<file path="src/rtl/uart_rx_byte.sv">
// uart_rx_byte: 8N1 serial receiver. Samples each bit at mid-bit using a
// bit-timing counter started from the synchronised falling edge of rx, and
// delivers each correctly framed byte with a single-cycle valid pulse.
//
// state | meaning
// IDLE  | line idle, waiting for a falling edge on rx_s
// START | timing half a bit to re-check the start bit at its centre
// DATA  | sampling the 8 data bits (LSB first) at mid-bit
// STOP  | sampling the stop bit; reports the byte or a framing error
module uart_rx_byte #(
    parameter int CLK_FREQ = 100_000_000,
    parameter int BAUD     = 9600
) (
    input  logic       clk,
    input  logic       rst,
    input  logic       rx,
    output logic       valid,
    output logic [7:0] data_out,
    output logic       frame_err
);

    localparam int CLKS_PER_BIT = CLK_FREQ / BAUD;
    localparam int HALF         = CLKS_PER_BIT / 2;
    localparam int CNT_W        = $clog2(CLKS_PER_BIT);

    localparam logic [CNT_W-1:0] HALF_M1 = CNT_W'(HALF - 1);
    localparam logic [CNT_W-1:0] BIT_M1  = CNT_W'(CLKS_PER_BIT - 1);

    typedef enum logic [1:0] {
        IDLE  = 2'd0,
        START = 2'd1,
        DATA  = 2'd2,
        STOP  = 2'd3
    } state_t;

    state_t state, state_next;

    logic rx_m, rx_s, rx_d;
    logic [CNT_W-1:0] cnt;
    logic [2:0] idx;
    logic [7:0] shreg;

    logic cnt_clr, cnt_inc, idx_clr, sample_bit, load_out, err_out;

    // Two-flop synchroniser plus a delayed copy for falling-edge detection;
    // all reset high so reset release never looks like a start edge.
    always_ff @(posedge clk or negedge rst) begin
        if (!rst) begin
            rx_m <= 1'b1;
            rx_s <= 1'b1;
            rx_d <= 1'b1;
        end else begin
            rx_m <= rx;
            rx_s <= rx_m;
            rx_d <= rx_s;
        end
    end

    // State register.
    always_ff @(posedge clk or negedge rst) begin
        if (!rst) begin
            state <= IDLE;
        end else begin
            state <= state_next;
        end
    end

    // Next-state decode and datapath strobes.
    always_comb begin
        state_next = state;
        cnt_clr    = 1'b0;
        cnt_inc    = 1'b0;
        idx_clr    = 1'b0;
        sample_bit = 1'b0;
        load_out   = 1'b0;
        err_out    = 1'b0;
        case (state)
            IDLE: begin
                cnt_clr = 1'b1;
                // Requires a genuine high-to-low transition, so a line stuck
                // low after a framing error cannot retrigger.
                if (rx_d && !rx_s) begin
                    state_next = START;
                end
            end
            START: begin
                if (cnt == HALF_M1) begin
                    cnt_clr = 1'b1;
                    if (!rx_s) begin
                        idx_clr    = 1'b1;
                        state_next = DATA;
                    end else begin
                        state_next = IDLE;
                    end
                end else begin
                    cnt_inc = 1'b1;
                end
            end
            DATA: begin
                if (cnt == BIT_M1) begin
                    cnt_clr    = 1'b1;
                    sample_bit = 1'b1;
                    if (idx == 3'd7) begin
                        state_next = STOP;
                    end
                end else begin
                    cnt_inc = 1'b1;
                end
            end
            STOP: begin
                // Returning to IDLE at mid-stop-bit leaves half a bit of
                // margin to catch a start edge that follows with no gap.
                if (cnt == BIT_M1) begin
                    cnt_clr    = 1'b1;
                    state_next = IDLE;
                    if (rx_s) begin
                        load_out = 1'b1;
                    end else begin
                        err_out = 1'b1;
                    end
                end else begin
                    cnt_inc = 1'b1;
                end
            end
            default: begin
                state_next = IDLE;
            end
        endcase
    end

    // Bit timer, bit index and shift register.
    always_ff @(posedge clk or negedge rst) begin
        if (!rst) begin
            cnt   <= '0;
            idx   <= 3'd0;
            shreg <= 8'h00;
        end else begin
            if (cnt_clr) begin
                cnt <= '0;
            end else if (cnt_inc) begin
                cnt <= cnt + 1'b1;
            end
            if (idx_clr) begin
                idx <= 3'd0;
            end else if (sample_bit) begin
                idx <= idx + 3'd1;
            end
            if (sample_bit) begin
                shreg[idx] <= rx_s;
            end
        end
    end

    // Registered outputs; data_out only updates on a good frame.
    always_ff @(posedge clk or negedge rst) begin
        if (!rst) begin
            valid     <= 1'b0;
            frame_err <= 1'b0;
            data_out  <= 8'h00;
        end else begin
            valid     <= load_out;
            frame_err <= err_out;
            if (load_out) begin
                data_out <= shreg;
            end
        end
    end

endmodule

</file>
<file path="config.mk">
export PLATFORM = sky130hd
export DESIGN_NAME = uart_rx_byte
export DESIGN_NICKNAME = d
export VERILOG_FILES = /design/src/rtl/uart_rx_byte.sv
export SDC_FILE = /design/constraint.sdc
export NUM_CORES = 1
export LEC_CHECK = 0
export CAP_MARGIN = 5
export CORE_UTILIZATION = 45
export CTS_CLUSTER_DIAMETER = 80
export DETAILED_ROUTE_END_ITERATION = 12
export PLACE_DENSITY = 0.61
export SETUP_SLACK_MARGIN = 0.05
export SYNTH_ARGS = -nofsm -noshare
export SYNTH_HDL_FRONTEND = slang
export SYNTH_SLANG_ARGS = --single-unit
</file>
<file path="constraint.sdc">
create_clock -name clk -period 2.5 [get_ports clk]
set_input_delay 0.25 -clock clk [delete_from_list [all_inputs] [get_ports clk]]
set_output_delay 0.25 -clock clk [all_outputs]
set_load 0.005 [all_outputs]
</file>
==> impl_results.md, run 1 <==
- ANT cells: 0
- All-layer global routing usage: 17.9%
- Syn avg cell area: 11.9 µm²
- Core area: 4030 µm²
- Static Leak: 0.963 nW
- Critical path arrival: 2.28 ns
- Initial Utilization: 47.0%
- Fraction of layout cells with a size suffix above 1: 20.6%
- Syn. warnings: 0
- Final setup vio count: 0
- CP cell instances: ha_1, and4_1, and4_1, nand4_4, mux2_1
- Endpoints failing hold: 0
- Area Overhead vs Synth: 12.6%
- Met2 Wirelength: 1630 µm
- Nets: 175
- IO Count: 13
- CTS root buf: clkbuf_8
- Worst VDD drop: 0.000307 V
- Crit start category: register
- WP buf/inv: 0
- Final Util: 52.9%
- Max Used Layer: met4
- Vias in the first global route: 1,257
- RSZ-0062 raised after global routing: false
- Status: finished clean
- Placed wire-length estimate: 2150 µm
- Synth Instances: 159
- Die area: 4470 µm²
- Antenna Nets Post-Route: 0
- Xor/xnor share of the synthesized area: 6.01%
- Post-Place Setup Slack: 0.426 ns
- Post-synthesis register bit count: 40
- Final Skew: 0.00552 ns
- CTS Sinks: 40
- Crit path largest cell delay: 0.41 ns
- GP Congestion: 0.794
- Number of gates resized after cts: 0
- Register area: 1000 µm²
- Worst hold slack: 0.0744 ns
- Compound-Gate Fraction of Synth Area: 1.78%
- DR vias: 1,237
- Top delay family on crit path: simple AND/OR/NAND/NOR gates
- Setup TNS: 0 ns
- Async S/R FF share, synth: 100%
- Class of the worst hold path: primary input to async pin
- Clock latency on the worst-skew pair: 0.29 ns
- Crit path top cell by count: and4_1
- FMAX: 475 MHz
- Main synth FF type: dfrtp_1
- CTS clk-pin slew, worst paths: 0.07 ns
- Max Cap Viol: 0
- Slowest cell on crit path: dfrtp_1
- EDFF count, synth: 0
- Worst-margin pin slew: 0.864 ns
- Chip width: 66.9 µm
- Cell Area, Placed: 2020 µm²
- Initial antenna violation count: 0
- Post-CTS Hold Fix Bufs: 0
- GR Overflow Total: 0
- Mapped Area: 1890 µm²
- Pre-antenna DRT Iters: 4
- CTS Buf Count: 5
- Fin. max-slew vios: 0
- Mux contribution to synthesized area: 10.6%
- Clk buf depth: 2
- # DRC: 0
- Met1 wire length: 1510 µm
- DR vias/cell: 5.62
- Pwr Density: 653 nW/µm²
- Worst path required time: 2.67 ns
- CTS tree: built
- Die Height: 66.9 µm
- Final WL: 3300 µm
- Setup CP Type: register to register
- Synth Area in Simple Gates: 22.7%
- Crit. End Element: register
- Met3 routed WL: 103 µm
- Rel. slew slack: 42.4%
- Pin count of the biggest net entering global routing: 41
- Worst Path Max Fanout: 8
- Tcrit/Tclk final: 84.2%
- Adder-Cell Fraction of Synth Area: 1.98%
- FILL cells: 369
- Synth cell types: 38
- H-Tree Level Count: 2
- Main combinational cell family by area after synthesis: simple AND/OR/NAND/NOR gates
- Multi-input logic area: 816 µm²
- Syn_nets: 165
- Final worst slack: 0.395 ns
- Number of setup buffers added after CTS: 0
- Post-synthesis sequential area ratio: 53.1%
- 1st-iter DRT viols: 61
- First-pass GRT wire length: 5770 µm
- Fin crit period: 2.11 ns
- Post-DR wirelength/cell: 15.0 µm
- PortBufs: 12
- Rows: 23
- Post-route design area: 2130 µm²
-- synth_stat cells (2+ instances only) --
cell type / number / area, µm²
dfrtp_1: 37 / 926
nor4_1: 3 / 18.8
a31oi_1: 2 / 12.5
nand3_1: 7 / 35.0
mux2_2: 14 / 158
mux2_1: 2 / 22.5
mux2i_1: 2 / 20.0
nor4b_1: 5 / 43.8
nor3_1: 3 / 15.0
nor2_1: 19 / 71.3
clkbuf_1: 4 / 15.0
dfstp_2: 3 / 78.8
nand2_1: 4 / 15.0
inv_1: 3 / 11.3
and4bb_2: 4 / 50.1
xor2_1: 6 / 52.6
buf_4: 2 / 15.0
ha_1: 3 / 37.5
xnor2_1: 7 / 61.3
nand4_1: 6 / 37.5
and4_1: 4 / 35.0
buf_2: 3 / 15.0
-- area by class of cell --
cell class | instances | share of cell area (%)
repair buffers | 14 | 6.10
clock inverters | 2 | 1.64
inverters | 3 | 0.528
well taps | 50 | 2.93
multi-input cells | 105 | 38.3
flip-flops and latches | 40 | 47.1
clock buffers | 6 | 3.40
-- state kept, by name, indices dropped and copies added, names as in the netlist, 3 cells and up, named ones only --
signal    count
cnt          14
data_out      8
idx           3
shreg         8
-- worst reg2reg max path, delay by kind of cell (launching register included) --
family | cells | cell delay [ns]
fa+ha+maj | 1 | 0.24
mux | 1 | 0.38
flops | 1 | 0.41
simple gates | 3 | 0.98
-- kinds of logic after synthesis --
family                     count (synthesis)
buffers and inverters                     14
adders and majority gates                  3
xor gates and xnor gates                  13
and+or+nand+nor                           66
AOI/OAI and AO/OA                          5
DFF                                       40
muxes                                     18
-- where the power goes --
part           switching [mW]  internal [mW]  leakage (nW)  total, mW
Sequential             0.0687          0.692         0.538      0.760
Combinational          0.0678         0.0567         0.369      0.124
Clock                   0.211          0.296        0.0552      0.507
Total                   0.348           1.04         0.963       1.39
-- cell usage in the layout (no fill, tap or decap), drive strengths merged, types with 6 or more instances in the layout --
cell | netlist | routed
dfrtp | 37 | 37
nor2 | 19 | 19
mux2 | 16 | 16
clkdlybuf4s50 | 0 | 11
xnor2 | 7 | 7
nand3 | 7 | 7
nand4 | 7 | 7
xor2 | 6 | 6
nor4b | 6 | 6
clkbuf | 5 | 6
-- per-stage QoR --
stage	power, mW	cells
after floorplan	0.852	159
after global placement	0.892	212
after detailed placement	0.897	212
after CTS	1.41	220
after global routing	1.46	220
final	1.39	220
-- layer usage --
layer	up-vias	track usage [%]
met2	19	30.2
met1	627	20.9
li1	586	-
met3	5	5.14
met4	0	7.98
met5	-	0
-- path summary, 6_finish.rpt --
kind	startpoint	end	slack, ns	depth (start not counted)
worst max-delay path	cnt[0]	data_out[5]	0.39	5
worst min-delay path	rst	cnt[9]	0.07	1
worst max register to register	cnt[0]	data_out[5]	0.39	5
worst min register to register	rx_m	rx_s	0.36	0
max in group asynchronous	rst	shreg[2]	1.89	1
min in group clk	rx_m	rx_s	0.36	0
(Power assumes the default switching activity.)
==> run 2, diff against run 1 <==
Clock period 2.5 ns to 2.1 ns, I/O delays scaled along.
==> impl_results.md, run 2 (synthesis gave the netlist of run 1 again) <==
- Status: finished clean
- Rel. slew slack: 42.5% (+0.14 points)
- Antenna Nets Post-Route: 0 (unchanged)
- RSZ-0062 raised after global routing: false
- Worst hold slack: 0.0309 ns (-0.0435 ns)
- Cell Area, Placed: 2060 µm² (+1.9%)
- Chip width: 66.9 µm (unchanged)
- Final WL: 3440 µm (+4.3%)
- 1st-iter DRT viols: 47 (-23%)
- Critical path arrival: 2.10 ns (-0.18 ns)
- Die area: 4470 µm² (unchanged)
- Final Skew: 0.00366 ns (-0.00186 ns)
- Crit start category: register
- Crit. End Element: register
- Fraction of layout cells with a size suffix above 1: 23.9% (+3.3 points)
- Initial antenna violation count: 0 (unchanged)
- # DRC: 0 (unchanged)
- Post-route design area: 2160 µm² (+1.5%)
- CTS Sinks: 40 (unchanged)
- Die Height: 66.9 µm (unchanged)
- Worst path required time: 2.28 ns (-0.39 ns)
- Final setup vio count: 0 (unchanged)
- GP Congestion: 0.800 (+0.74%)
- Rows: 23 (unchanged)
- ANT cells: 0 (unchanged)
- FMAX: 521 MHz (+9.6%)
- Largest regs: cnt (14), data_out (8), shreg (8)
- Commonest non-fill, non-tap cell in the layout: dfrtp_1
- PortBufs: 12 (unchanged)
- Pre-antenna DRT Iters: 4 (unchanged)
- Setup TNS: 0 ns (unchanged)
- Class of the worst hold path: primary input to async pin
- CTS root buf: clkbuf_8
- DR vias/cell: 5.60 (-0.45%)
- Max reg flops: 14 (unchanged)
- Worst-margin pin slew: 0.862 ns (-0.00217 ns)
- H-Tree Level Count: 2 (unchanged)
- Crit path largest cell delay: 0.39 ns (-0.02 ns)
- Clk buf depth: 2 (unchanged)
- DR vias: 1,265 (+2.3%)
- Static Leak: 0.982 nW (+2.0%)
- Fin. max-slew vios: 0 (unchanged)
- FILL cells: 372 (+0.81%)
- Tcrit/Tclk final: 91.5% (+7.3 points)
- Post-CTS Hold Fix Bufs: 0 (unchanged)
- Worst Path Max Fanout: 11 (+3)
- Most frequent cells in the layout: 37 x dfrtp_1, 19 x nor2_1, 14 x mux2_2
- Fin crit period: 1.92 ns (-0.184 ns)
- Placed wire-length estimate: 2330 µm (+8.6%)
- IO Count: 13 (unchanged)
- CTS clk-pin slew, worst paths: 0.07 ns (about the same)
- Pwr Density: 744 nW/µm² (+14%)
- Area Overhead vs Synth: 14.3%
- Pin count of the biggest net entering global routing: 41 (unchanged)
- First-pass GRT wire length: 6170 µm (+6.9%)
- Vias in the first global route: 1,286 (+2.3%)
- Max Cap Viol: 0 (unchanged)
- Core area: 4030 µm² (unchanged)
- Endpoints failing hold: 0 (unchanged)
- Initial Utilization: 47.0% (unchanged)
- Biggest register: cnt
- CP cell instances: ha_2, and4_1, nand4_1, buf_4, nor4b_2, mux2_2
- Post-DR wirelength/cell: 15.2 µm (+1.6%)
- All-layer global routing usage: 19.3% (+1.4 points)
- GR Overflow Total: 0 (unchanged)
- CTS tree: built
- Nets: 181 (+3.4%)
- CTS Buf Count: 5 (unchanged)
- Clock latency on the worst-skew pair: 0.29 ns (about the same)
- Setup CP Type: register to register
- Worst VDD drop: 0.000440 V (+43%)
- Slowest cell on crit path: dfrtp_1
run 2: path summary, 6_finish.rpt:
| path | cells past startpoint | slack (ns) | from | to |
|---|---|---|---|---|
| setup reg to reg | 6 | 0.18 | cnt[1] | shreg[4] |
| max in group asynchronous | 1 | 1.53 | rst | data_out[3] |
| hold reg to reg | 0 | 0.36 | rx_m | rx_s |
| min in group clk | 1 | 0.32 | rx | rx_m |
| setup / recovery | 6 | 0.18 | cnt[1] | shreg[4] |
| hold / removal | 1 | 0.03 | rst | frame_err |
run 2: layout make-up:
cell class              count  area, µm²  share of cell area [%]
clock buffers               8       90.1                    4.16
inverters                   3       11.3                   0.521
multi-input cells         105        820                    37.9
flip-flops and latches     40       1000                    46.4
well taps                  50       62.6                    2.89
repair buffers             20        175                    8.10
run 2: critical path, delay by kind of cell, from the launching register on:
| kind | cells | cell delay (ns) |
|---|---|---|
| adders and majority gates | 1 | 0.23 |
| and+or+nand+nor | 3 | 0.62 |
| DFF | 1 | 0.39 |
| buffers and inverters | 1 | 0.20 |
| muxes | 1 | 0.36 |
run 2: metrics by stage:
stage	std cells	util, %	power, mW	setup WS, ns
floorplan	159	-	1.01	0.219
global placement	217	51.2	1.08	0.203
detailed placement	217	51.2	1.09	0.130
CTS	225	53.4	1.61	0.117
global route	226	53.7	1.69	0.0683
finish	226	53.7	1.61	0.179
run 2: repair_timing:
item,in CTS,in global routing
setup buffers,0,1
endpoints found under the setup margin,0,12
resized for setup,0,2
run 2: routing by layer:
layer / vias up / track usage, % / routed length [µm]
met5: - / 0 / 0
met4: 0 / 9.57 / 80
met3: 6 / 5.99 / 125
met2: 21 / 31.7 / 1760
met1: 642 / 22.6 / 1480
li1: 596 / - / -
run 2: power breakdown:
part	switching, mW	total, mW	internal (mW)	leakage (nW)
registers	0.0596	0.883	0.824	0.538
clock network	0.247	0.515	0.268	0.0455
logic	0.116	0.210	0.0939	0.398
==> run 3, diff against run 2 <==
Clock period 2.1 ns to 2.2 ns, I/O delays scaled along.
==> impl_results.md, run 3 (synthesis gave the netlist of run 1 again) <==
- Status: finished clean
- Tcrit/Tclk final: 87.5% (-4.0 points)
- PortBufs: 12 (unchanged)
- Antenna Nets Post-Route: 0 (unchanged)
- Initial antenna violation count: 0 (unchanged)
- Post-CTS Hold Fix Bufs: 0 (unchanged)
- Biggest register: cnt
- Final setup vio count: 0 (unchanged)
- CTS root buf: clkbuf_8
- Nets: 179 (-1.1%)
- Clk buf depth: 2 (unchanged)
- Pwr Density: 701 nW/µm² (-5.8%)
- Pin count of the biggest net entering global routing: 41 (unchanged)
- Static Leak: 0.974 nW (-0.87%)
- GP Congestion: 0.829 (+3.6%)
- Die area: 4470 µm² (unchanged)
- Fin cells: 224 (-0.88%)
- Largest regs: cnt (14), data_out (8), shreg (8)
- Chip width: 66.9 µm (unchanged)
- Clock latency on the worst-skew pair: 0.28 ns (about the same)
- Worst Path Max Fanout: 11 (unchanged)
- Worst-margin pin slew: 0.873 ns (+0.0111 ns)
- Rel. slew slack: 41.8% (-0.74 points)
- Post-Place Setup Slack: 0.276 ns (+0.146 ns)
- Crit. End Element: register
- All-layer global routing usage: 17.7% (-1.6 points)
- Crit start category: register
- IO Count: 13 (unchanged)
- First-pass GRT wire length: 5620 µm (-8.8%)
- CP cell instances: ha_1, and4_1, nand4_1, buf_4, nor4b_1, mux2_2
- Final worst slack: 0.276 ns (+0.0967 ns)
- DR vias: 1,227 (-3.0%)
- CTS Sinks: 40 (unchanged)
- 1st-iter DRT viols: 52 (+11%)
- CTS tree: built
- GR Overflow Total: 0 (unchanged)
- DR vias/cell: 5.48 (-2.1%)
- H-Tree Level Count: 2 (unchanged)
- Worst VDD drop: 0.000410 V (-6.8%)
- Final Skew: 0.00397 ns (+0.000310 ns)
- Number of setup buffers added after CTS: 0 (unchanged)
- Vias in the first global route: 1,217 (-5.4%)
- Die Height: 66.9 µm (unchanged)
- RSZ-0062 raised after global routing: false
- Commonest non-fill, non-tap cell in the layout: dfrtp_1
- Fin crit period: 1.92 ns (+0.00325 ns)
- FMAX: 520 MHz (-0.17%)
- ANT cells: 0 (unchanged)
- Fin. max-slew vios: 0 (unchanged)
- Setup CP Type: register to register
- CTS clk-pin slew, worst paths: 0.07 ns (about the same)
- Placed wire-length estimate: 2240 µm (-3.8%)
- Setup TNS: 0 ns (unchanged)
- Pre-antenna DRT Iters: 4 (unchanged)
- Endpoints failing hold: 0 (unchanged)
- Initial Utilization: 47.0% (unchanged)
- Most frequent cells in the layout: 37 x dfrtp_1, 19 x nor2_1, 14 x mux2_2
- Final WL: 3260 µm (-5.4%)
- Slowest cell on crit path: dfrtp_1
- Max Cap Viol: 0 (unchanged)
- Core area: 4030 µm² (unchanged)
- Rows: 23 (unchanged)
- Final Util: 53.2% (-0.47 points)
- Crit path largest cell delay: 0.40 ns (about the same)
- Max reg flops: 14 (unchanged)
- Number of gates resized after cts: 0 (unchanged)
- Critical path arrival: 2.10 ns (about the same)
- Post-DR wirelength/cell: 14.5 µm (-4.5%)
- Class of the worst hold path: primary input to async pin
- Area Overhead vs Synth: 13.3%
- CTS Buf Count: 5 (unchanged)
- Fraction of layout cells with a size suffix above 1: 21.8% (-2.0 points)
- Placed cell count: 216 (-0.46%)
- # DRC: 0 (unchanged)
- Worst path required time: 2.37 ns (+0.09 ns)
## run 3: cell types whose count changed in the layout (fill, tap and decap cells not counted), sizes merged
cell	change
buf	-2
## run 3: report_power, final
group | internal [mW] | switching (mW)
clock network | 0.256 | 0.236
registers | 0.786 | 0.0730
logic | 0.0678 | 0.0844
total | 1.11 | 0.394
## run 3: path summary, 6_finish.rpt
kind                        start           to  slack, ns  cells past startpoint
max reg2reg                cnt[0]     shreg[2]       0.28                      6
min reg2reg                  rx_m         rx_s       0.36                      0
min                           rst    frame_err       0.05                      1
max in group asynchronous     rst  data_out[3]       1.60                      1
max                        cnt[0]     shreg[2]       0.28                      6
min in group clk               rx         rx_m       0.34                      1
## run 3: critical path: cells and delay by family (launching register included)
family                     cells  cell delay [ns]
adders and majority gates      1             0.24
buffers and inverters          1             0.20
DFF                            1             0.40
muxes                          1             0.37
and+or+nand+nor                3             0.60
## run 3: through the flow
stage               total power [mW]  hold slack (ns)  instance area, µm²
floorplan                      0.968          -0.0756                1890
global placement                1.02            0.346                2050
detailed placement              1.03            0.347                2050
CTS                             1.52           0.0731                2140
global route                    1.60            0.120                2140
finish                          1.50           0.0475                2140
## run 3: final cells by class
type                       count  area, µm²
fill                         362       1880
sequential                    40       1000
multi-input combinational    105        816
timing repair buffer          18        160
clock buffer                   8       90.1
tap                           50       62.6
inverter                       3       11.3
## run 3: routing by layer
metal,up-vias,GRT usage (%),wire (µm),part of all wire [%]
li1,596,-,-,-
met1,600,21.8,1500,46
met2,24,27.7,1550,47
met3,7,5.99,133,4.1
met4,0,7.98,78,2.4
met5,-,0,0,0
